## config.mk

```make
export PLATFORM = sky130hd
export DESIGN_NAME = route_sequencer
export DESIGN_NICKNAME = d
export VERILOG_FILES = /design/src/rtl/route_sequencer.sv
export SDC_FILE = /design/constraint.sdc
export NUM_CORES = 1
export LEC_CHECK = 0
export CAP_MARGIN = 5
export CORE_ASPECT_RATIO = 0.5
export CORE_MARGIN = 2
export CORE_UTILIZATION = 45
export DETAILED_ROUTE_END_ITERATION = 10
export PLACE_DENSITY = 0.77
export SLEW_MARGIN = 20
export SYNTH_ARGS = -nofsm -noshare
export SYNTH_HDL_FRONTEND = slang
export SYNTH_SLANG_ARGS = --single-unit
```

## constraint.sdc

```tcl
create_clock -name i_clk -period 2.5 [get_ports i_clk]
set_input_delay 0.5 -clock i_clk [delete_from_list [all_inputs] [get_ports i_clk]]
set_output_delay 0.5 -clock i_clk [all_outputs]
set_load 0.03 [all_outputs]
```

## src/rtl/route_sequencer.sv

```systemverilog
// Control sequencer that drives the input routers, weight routers and the
// systolic array through a programmable number of weight passes.
// Each pass: route until every router is ready, stream with a one-cycle
// ready-to-pop latency, drain partial sums, then reroute/clear before the
// next pass.  All outputs come straight from flops.
module route_sequencer #(
    parameter int IR_COUNT   = 4,
    parameter int WR_COUNT   = 1,
    parameter int PASS_WIDTH = 8,
    parameter int DRAIN_CYC  = 4
) (
    input  logic                  i_clk,
    input  logic                  i_rst,
    input  logic                  i_reg_clear,
    input  logic                  i_start,
    input  logic [PASS_WIDTH-1:0] i_pass_count,
    input  logic [IR_COUNT-1:0]   i_ir_ready,
    input  logic [WR_COUNT-1:0]   i_wr_ready,
    input  logic [IR_COUNT-1:0]   i_ir_done,
    input  logic [WR_COUNT-1:0]   i_wr_done,
    output logic                  o_route_en,
    output logic                  o_pop,
    output logic                  o_pe_en,
    output logic                  o_psum_out_en,
    output logic                  o_reroute,
    output logic                  o_array_clear,
    output logic [PASS_WIDTH-1:0] o_pass_idx,
    output logic                  o_busy,
    output logic                  o_done
);

    localparam int DONE_W = IR_COUNT + WR_COUNT;
    // A drain counter of at least one bit, even when only one drain cycle is used.
    localparam int CNT_W  = (DRAIN_CYC > 1) ? $clog2(DRAIN_CYC) : 1;

    typedef enum logic [2:0] {
        S_IDLE    = 3'd0,
        S_ROUTE   = 3'd1,
        S_STREAM  = 3'd2,
        S_DRAIN   = 3'd3,
        S_REROUTE = 3'd4,
        S_DONE    = 3'd5
    } state_t;

    state_t                state_q, state_d;
    logic [PASS_WIDTH-1:0] pass_total_q, pass_total_d;
    logic [PASS_WIDTH-1:0] pass_idx_q, pass_idx_d;
    logic [CNT_W-1:0]      drain_cnt_q, drain_cnt_d;
    logic [DONE_W-1:0]     done_seen_q, done_seen_d;

    logic route_en_q, route_en_d;
    logic pop_q, pop_d;
    logic pe_en_q, pe_en_d;
    logic psum_q, psum_d;
    logic reroute_q, reroute_d;
    logic clear_q, clear_d;
    logic busy_q, busy_d;
    logic done_q, done_d;

    logic              all_ready;
    logic [DONE_W-1:0] done_merge;
    logic              all_done;
    logic              last_drain;
    logic              last_pass;

    // Readiness, sticky completion and end-of-phase conditions.
    always_comb begin
        all_ready  = (&i_ir_ready) & (&i_wr_ready);
        // The incoming done bits are merged so the set may complete in the same cycle.
        done_merge = done_seen_q | {i_ir_done, i_wr_done};
        all_done   = &done_merge;
        last_drain = (drain_cnt_q == CNT_W'(DRAIN_CYC - 1));
        // pass_total is at least 1 whenever a drain ends, so the subtraction cannot wrap.
        last_pass  = (pass_idx_q == (pass_total_q - PASS_WIDTH'(1)));
    end

    // Next-state, pass bookkeeping and registered-output next values.
    always_comb begin
        state_d      = state_q;
        pass_total_d = pass_total_q;
        pass_idx_d   = pass_idx_q;
        drain_cnt_d  = drain_cnt_q;
        done_seen_d  = done_seen_q;
        pop_d        = 1'b0;

        case (state_q)
            S_IDLE: begin
                if (i_start) begin
                    pass_total_d = i_pass_count;
                    pass_idx_d   = '0;
                    done_seen_d  = '0;
                    state_d      = (i_pass_count == '0) ? S_DONE : S_ROUTE;
                end
            end
            S_ROUTE: begin
                done_seen_d = done_merge;
                if (all_ready) begin
                    state_d = S_STREAM;
                end
            end
            S_STREAM: begin
                done_seen_d = done_merge;
                if (all_done) begin
                    // Completion beats a simultaneous ready: no further pop is issued.
                    state_d     = S_DRAIN;
                    drain_cnt_d = '0;
                end else begin
                    // A dropped ready bit simply stalls the pop; the state holds.
                    pop_d = all_ready;
                end
            end
            S_DRAIN: begin
                if (last_drain) begin
                    drain_cnt_d = '0;
                    state_d     = last_pass ? S_DONE : S_REROUTE;
                end else begin
                    drain_cnt_d = drain_cnt_q + CNT_W'(1);
                end
            end
            S_REROUTE: begin
                done_seen_d = '0;
                pass_idx_d  = pass_idx_q + PASS_WIDTH'(1);
                state_d     = S_ROUTE;
            end
            S_DONE: begin
                state_d = S_IDLE;
            end
            default: begin
                state_d = S_IDLE;
            end
        endcase

        // Outputs are decoded from the upcoming state so they line up with it.
        route_en_d = (state_d == S_ROUTE) || (state_d == S_STREAM);
        pe_en_d    = pop_q;
        psum_d     = (state_d == S_DRAIN);
        reroute_d  = (state_d == S_REROUTE);
        clear_d    = (state_d == S_REROUTE);
        busy_d     = (state_d != S_IDLE) && (state_d != S_DONE);
        done_d     = (state_d == S_DONE);
    end

    // State, counters, sticky flags and output registers; soft clear acts like reset.
    always_ff @(posedge i_clk) begin
        if (i_rst || i_reg_clear) begin
            state_q      <= S_IDLE;
            pass_total_q <= '0;
            pass_idx_q   <= '0;
            drain_cnt_q  <= '0;
            done_seen_q  <= '0;
            route_en_q   <= 1'b0;
            pop_q        <= 1'b0;
            pe_en_q      <= 1'b0;
            psum_q       <= 1'b0;
            reroute_q    <= 1'b0;
            clear_q      <= 1'b0;
            busy_q       <= 1'b0;
            done_q       <= 1'b0;
        end else begin
            state_q      <= state_d;
            pass_total_q <= pass_total_d;
            pass_idx_q   <= pass_idx_d;
            drain_cnt_q  <= drain_cnt_d;
            done_seen_q  <= done_seen_d;
            route_en_q   <= route_en_d;
            pop_q        <= pop_d;
            pe_en_q      <= pe_en_d;
            psum_q       <= psum_d;
            reroute_q    <= reroute_d;
            clear_q      <= clear_d;
            busy_q       <= busy_d;
            done_q       <= done_d;
        end
    end

    assign o_route_en    = route_en_q;
    assign o_pop         = pop_q;
    assign o_pe_en       = pe_en_q;
    assign o_psum_out_en = psum_q;
    assign o_reroute     = reroute_q;
    assign o_array_clear = clear_q;
    assign o_pass_idx    = pass_idx_q;
    assign o_busy        = busy_q;
    assign o_done        = done_q;

endmodule

```

=== Word-level counts from Yosys, hierarchy flattened ===
Cells that the tools add are included.

* $add $sub $neg: 3
* Equality and inequality tests: 14
* Muxes and demuxes: 14
* Bitwise gates (word level): 3
* Reductions and logical operators: 17

{| class="wikitable"
|+ Operators by type and width
! kind !! count
|-
| $pmux W8 S2 || 1
|-
| $mux W3 || 5
|-
| $pmux W3 S5 || 1
|-
| $pmux W5 S3 || 1
|-
| $eq A3 B2 Y1 const B || 4
|-
| $eq A3 B3 Y1 const B || 3
|-
| $add A8 B1 Y8 const B || 1
|-
| $eq A8 B8 Y1 || 1
|-
| $logic_not A8 Y1 || 1
|-
| $mux W8 || 1
|-
| $reduce_and A2 Y1 || 4
|-
| $sub A8 B1 Y8 const B || 1
|-
| $eq A3 B1 Y1 const B || 2
|-
| $reduce_bool A3 Y1 || 2
|-
| $mux W5 || 1
|-
| $or A5 B5 Y5 || 1
|-
| $reduce_and A5 Y1 || 1
|-
| $mux W2 || 2
|-
| $ne A2 B2 Y1 const B || 2
|-
| $pmux W2 S2 || 1
|-
| $reduce_and A4 Y1 || 1
|-
| $reduce_bool A2 Y1 || 2
|-
| $logic_not A3 Y1 || 1
|-
| $ne A3 B3 Y1 const B || 1
|-
| 9 further kinds || 10
|}

* Bits in registers: 33
* Bits of input ports: 22
* Output and inout port bits: 16

=== Logic depth before layout (Yosys ltp) ===
* Word-level depth: 7
* Depth in mapped cells: 7

=== Worst setup path before layout ===
OpenSTA, ideal clock, no wires.

* Kind: flip-flop to flip-flop
* Start point: register state_q[0]
* End point: register route_en_q (netlist: o_route_en)
* Setup time: 0.069 ns
* Arrival time: 1.831 ns
* Slack: 0.600 ns
* Stages on the path, launching flop included: 7
* Buffers on the path: 1
* Clock period less this slack: 1.900 ns
* Cells stage by stage: dfxtp_1 -> buf_6 -> or3b_4 -> nor4_4 -> a311oi_2 -> or4_1 -> o21ai_1

* Longest elaborated chain between the ends: 4
* Elaborated cells between the ends (all ways): 13
* Those cells by class: 6 x eq/ne; 5 x mux; 2 x reduce/logical

{| class="wikitable"
|+ RTL lines
! item !! RTL line !! RTL
|-
| start: declaration || 45 || <nowiki>state_t state_q, state_d;</nowiki>
|-
| start signal: assignment || 160 || <nowiki>state_q <= state_d;</nowiki>
|-
| $eq A3 B3 Y1 (tied with other cells) || 86 || <nowiki>case (state_q)</nowiki>
|-
| $pmux W3 S5 (*) || 86 ||
|-
| $eq A3 B1 Y1 / $eq A3 B2 Y1 (equally long branches) || 134 || <nowiki>route_en_d = (state_d == S_ROUTE) || (state_d == S_STREAM);</nowiki>
|-
| $logic_or A1 B1 Y1 (*) || 134 ||
|-
| end signal: assignment || 165 || <nowiki>route_en_q <= route_en_d;</nowiki>
|-
| end: declaration || 51 || <nowiki>logic route_en_q, route_en_d;</nowiki>
|}

Mark *: on every way between the ends. The rest lies on a longest branch, timed or not.
A chain may end at the register's enable or synchronous reset.

=== Final worst setup path ===
* Start point: register state_q[1]
* End point: register route_en_q (netlist: o_route_en)

The elaborated chain is that of the path after synthesis.

==> impl_results.md <==
- Status: complete, no violations
- Routed wire per std cell: 12.95 um
- Leakage: roughly 0.0008 uW
- CTS tree: yes
- Post-Syn Nets: 226
- Worst hold path class: reg2reg
- Seq/Total Area, Yosys: 39.17%
- Post-DR vias/cell: between 5 and 6
- TNS Setup: 0 ns
- Synth top area share: 39.17%
- Root Buffer: clkbuf_8
- Tcrit/Tclk final: about 86%
- Asr flop ratio synth: 0%
- Reg-to-Reg Start: state_q[1]
- Tightest Pin Transition: 0.5870 ns
- Syn avg cell area: ~8.4 sq um
- Critical Path RT: 2.72 ns
- Latest clock arrival within the worst-skew pair: 0.28 ns
- Post-Synthesis Cells: 201
- Vias: ~1,600
- Initial antenna violation count: 0
- Post-route cell area: 2185 sq um
- Gr ovfl total: 0
- RSZ-0062 raised after global routing: false
- Nets@finish: roughly 260
- Post-Syn Area: 1687 sq um
- Row cnt: 15
- Total core area: 3510 sq um
- Synth cell types: 52
- Area delta synth->final: 29.53%
- Clk pin slew, worst setup/hold paths: 0.07 ns
- Crit end category: register
- Max-slew violations: 0
- Largest net degree at the start of global routing: 23
- Clock sinks: 33
- Yosys warnings: 0
- Final Setup Violations: 0
- Area of the die: approximately 4300 sq um
- #FFs+latches synth: 33
- Worst path arrival time: 2.36 ns
- Final core utilization: between 60% and 70%
- GR Util All Layers: a little under a fifth
- Critical path class: reg2reg
- Drt initial violations: 66
- VDD IR-drop max: 0.3259 mV
- Slew HR: between 60% and 70%
- Max Cap Viol: 0
- Die H: approximately 47 um
- Final hold violation count: 0
- Dpl hpwl: 2878 um
- Aggregate routed wire length: 3768 um
- F_max: 467.1 MHz
- Antenna Cells: 0
- Clock skew: 0.004256 ns
- Share of cells above drive strength 1: just under 8%
- Post-CTS resize count: 0
- Drt pass-1 iters: 4
- Final Critical Period: 2.141 ns
- Worst Path Max Fanout: 11
- CP startpoint: state_q[1]
- Top area cells in the synthesized netlist: dfxtp_1 (39%), nand2_1 (5.8%), nor2_1 (5.3%), a21oi_1 (5.0%), xor2_1 (3.1%)
- Source of the worst hold timing path: o_pop
- H-tree depth reported by CTS: 2
- DP Area: 2102 sq um
- Initial Util: 48.06%
- Vias in the first global route: 1,458
- IO Port Bufs: 37
- Cell taking the most area after synthesis: dfxtp_1
- Routed Antenna Nets: 0
- Post-CTS setup buffers: 0
- Hold WS: approximately 0.48 ns
- First-pass GRT wire length: between 6000 and 7000 um
- Top_reg_cell synth: dfxtp_1
- Hold_buf cts: 0
- Power Dens Cells: ~480 nW/um^2
- Die Width: 90.58 um
- Drt drc: 0
- Inserted Clock Buffers: 5
- Clock tree buffer depth: 2
- Number of synthesized flops with an enable pin: 0
- CP Launch Type: register
- I/O Pins: 38
- Final Wtd Congestion: 0.8091
-- logic make-up (layout without fill, tap and decap cells) --
logic type      Yosys count  count (layout)  synth area share, %
mux                       3               3                1.929
buf+inv                  14              53                3.783
flops                    33              33                39.17
simple gates             91              91                28.86
xor+xnor                 10              10                5.193
fa+ha+maj                 3               3                2.226
compound gates           47              47                18.84
-- layout by cell type (no fill, tap or decap), drive strengths merged, types with 2 or more instances in the layout --
cell type,instances
or4,2
dfxtp,33
a22oi,6
nor2b,2
nor2,24
nand4,4
buf,4
clkbuf,6
inv,4
and2,2
mux2,2
nor3b,2
ha,3
a21boi,2
a21oi,17
o22ai,2
clkinv,2
a211o,2
and3b,2
o21ai,6
and3,2
or2,3
clkdlybuf4s50,37
xnor2,4
nand3b,4
xor2,6
nand2,26
or3,2
nand3,4
nor4,4
nor3,3
-- cell type report --
cell class | count | area, sq um
fillers | 327 | 1325
multi-input cells | 154 | 962.2
flip-flops and latches | 33 | 660.6
repair buffers | 41 | 400.4
clock buffers | 6 | 72.57
well taps | 51 | 63.81
inverters | 4 | 15.01
clock inverters | 2 | 10.01
-- power breakdown --
part / internal [uW] / switching (uW) / total, uW / leakage (uW)
Sequential: 533 / 8.86 / 542 / 0.000267
Clock: 193 / 198 / 391 / 0.0000450
Combinational: 62.8 / 58.5 / 121 / 0.000489
Total: 789 / 265 / 1050 / 0.000800
-- critical path, cell delays in order, from the launching register on --
cell and delay (ns):
dfxtp_1 0.53, or3b_4 0.45, nor4_4 0.38, a311oi_2 0.11, or4_1 0.53, o21ai_1 0.08
-- metal layers --
layer | GRT usage [%] | share of wire, % | vias up | routed length [um]
met3 | 4.013 | 4.4 | 5 | 167
met5 | 0 | 0 | - | 0
li1 | - | - | 803 | -
met2 | 34.03 | 47 | 41 | 1761
met1 | 22.13 | 48 | 738 | 1801
met4 | 7.077 | 1.0 | 0 | 38
-- Yosys cell counts, types with 2 or more instances --
cell	n
xnor2_1	4
o21ai_1	3
clkbuf_1	8
ha_1	3
and3_1	2
xor2_1	6
a21oi_1	17
nor4_1	3
nand4_1	4
a22oi_1	6
mux2_2	2
nor2_1	24
nor3_1	3
nand3_1	4
o21ai_0	3
or2_2	2
nand2_1	26
nand3b_1	4
nor3b_1	2
a211o_1	2
dfxtp_1	33
or3_1	2
and3b_1	2
inv_1	4
nor2b_1	2
o22ai_1	2
and2_1	2
or4_1	2
-- stage by stage --
step / power, uW / std cells / setup WS [ns]
global placement: 671.8 / 283 / 0.3215
global route: 1093 / 291 / 0.2336
detailed placement: 675.6 / 283 / 0.2571
floorplan: 620.9 / 201 / 0.6003
finish: 1055 / 291 / 0.3593
CTS: 1057 / 291 / 0.3462
-- state kept, by name, summed over array words and instances, names as in the netlist --
register       count
done_seen_q        5
o_route_en         1
o_array_clear      1
o_psum_out_en      1
state_q            3
o_pe_en            1
pass_total_q       8
o_pass_idx         8
drain_cnt_q        2
o_busy             1
o_pop              1
o_done             1
-- final timing paths --
path,cells after the start,slack (ns),to
worst min register to register,1,0.48,o_pe_en
worst max-delay path,5,0.36,o_route_en
worst max register to register,5,0.36,o_route_en
worst min-delay path,1,0.48,o_pe_en
Power figures use the tool's default switching activity.
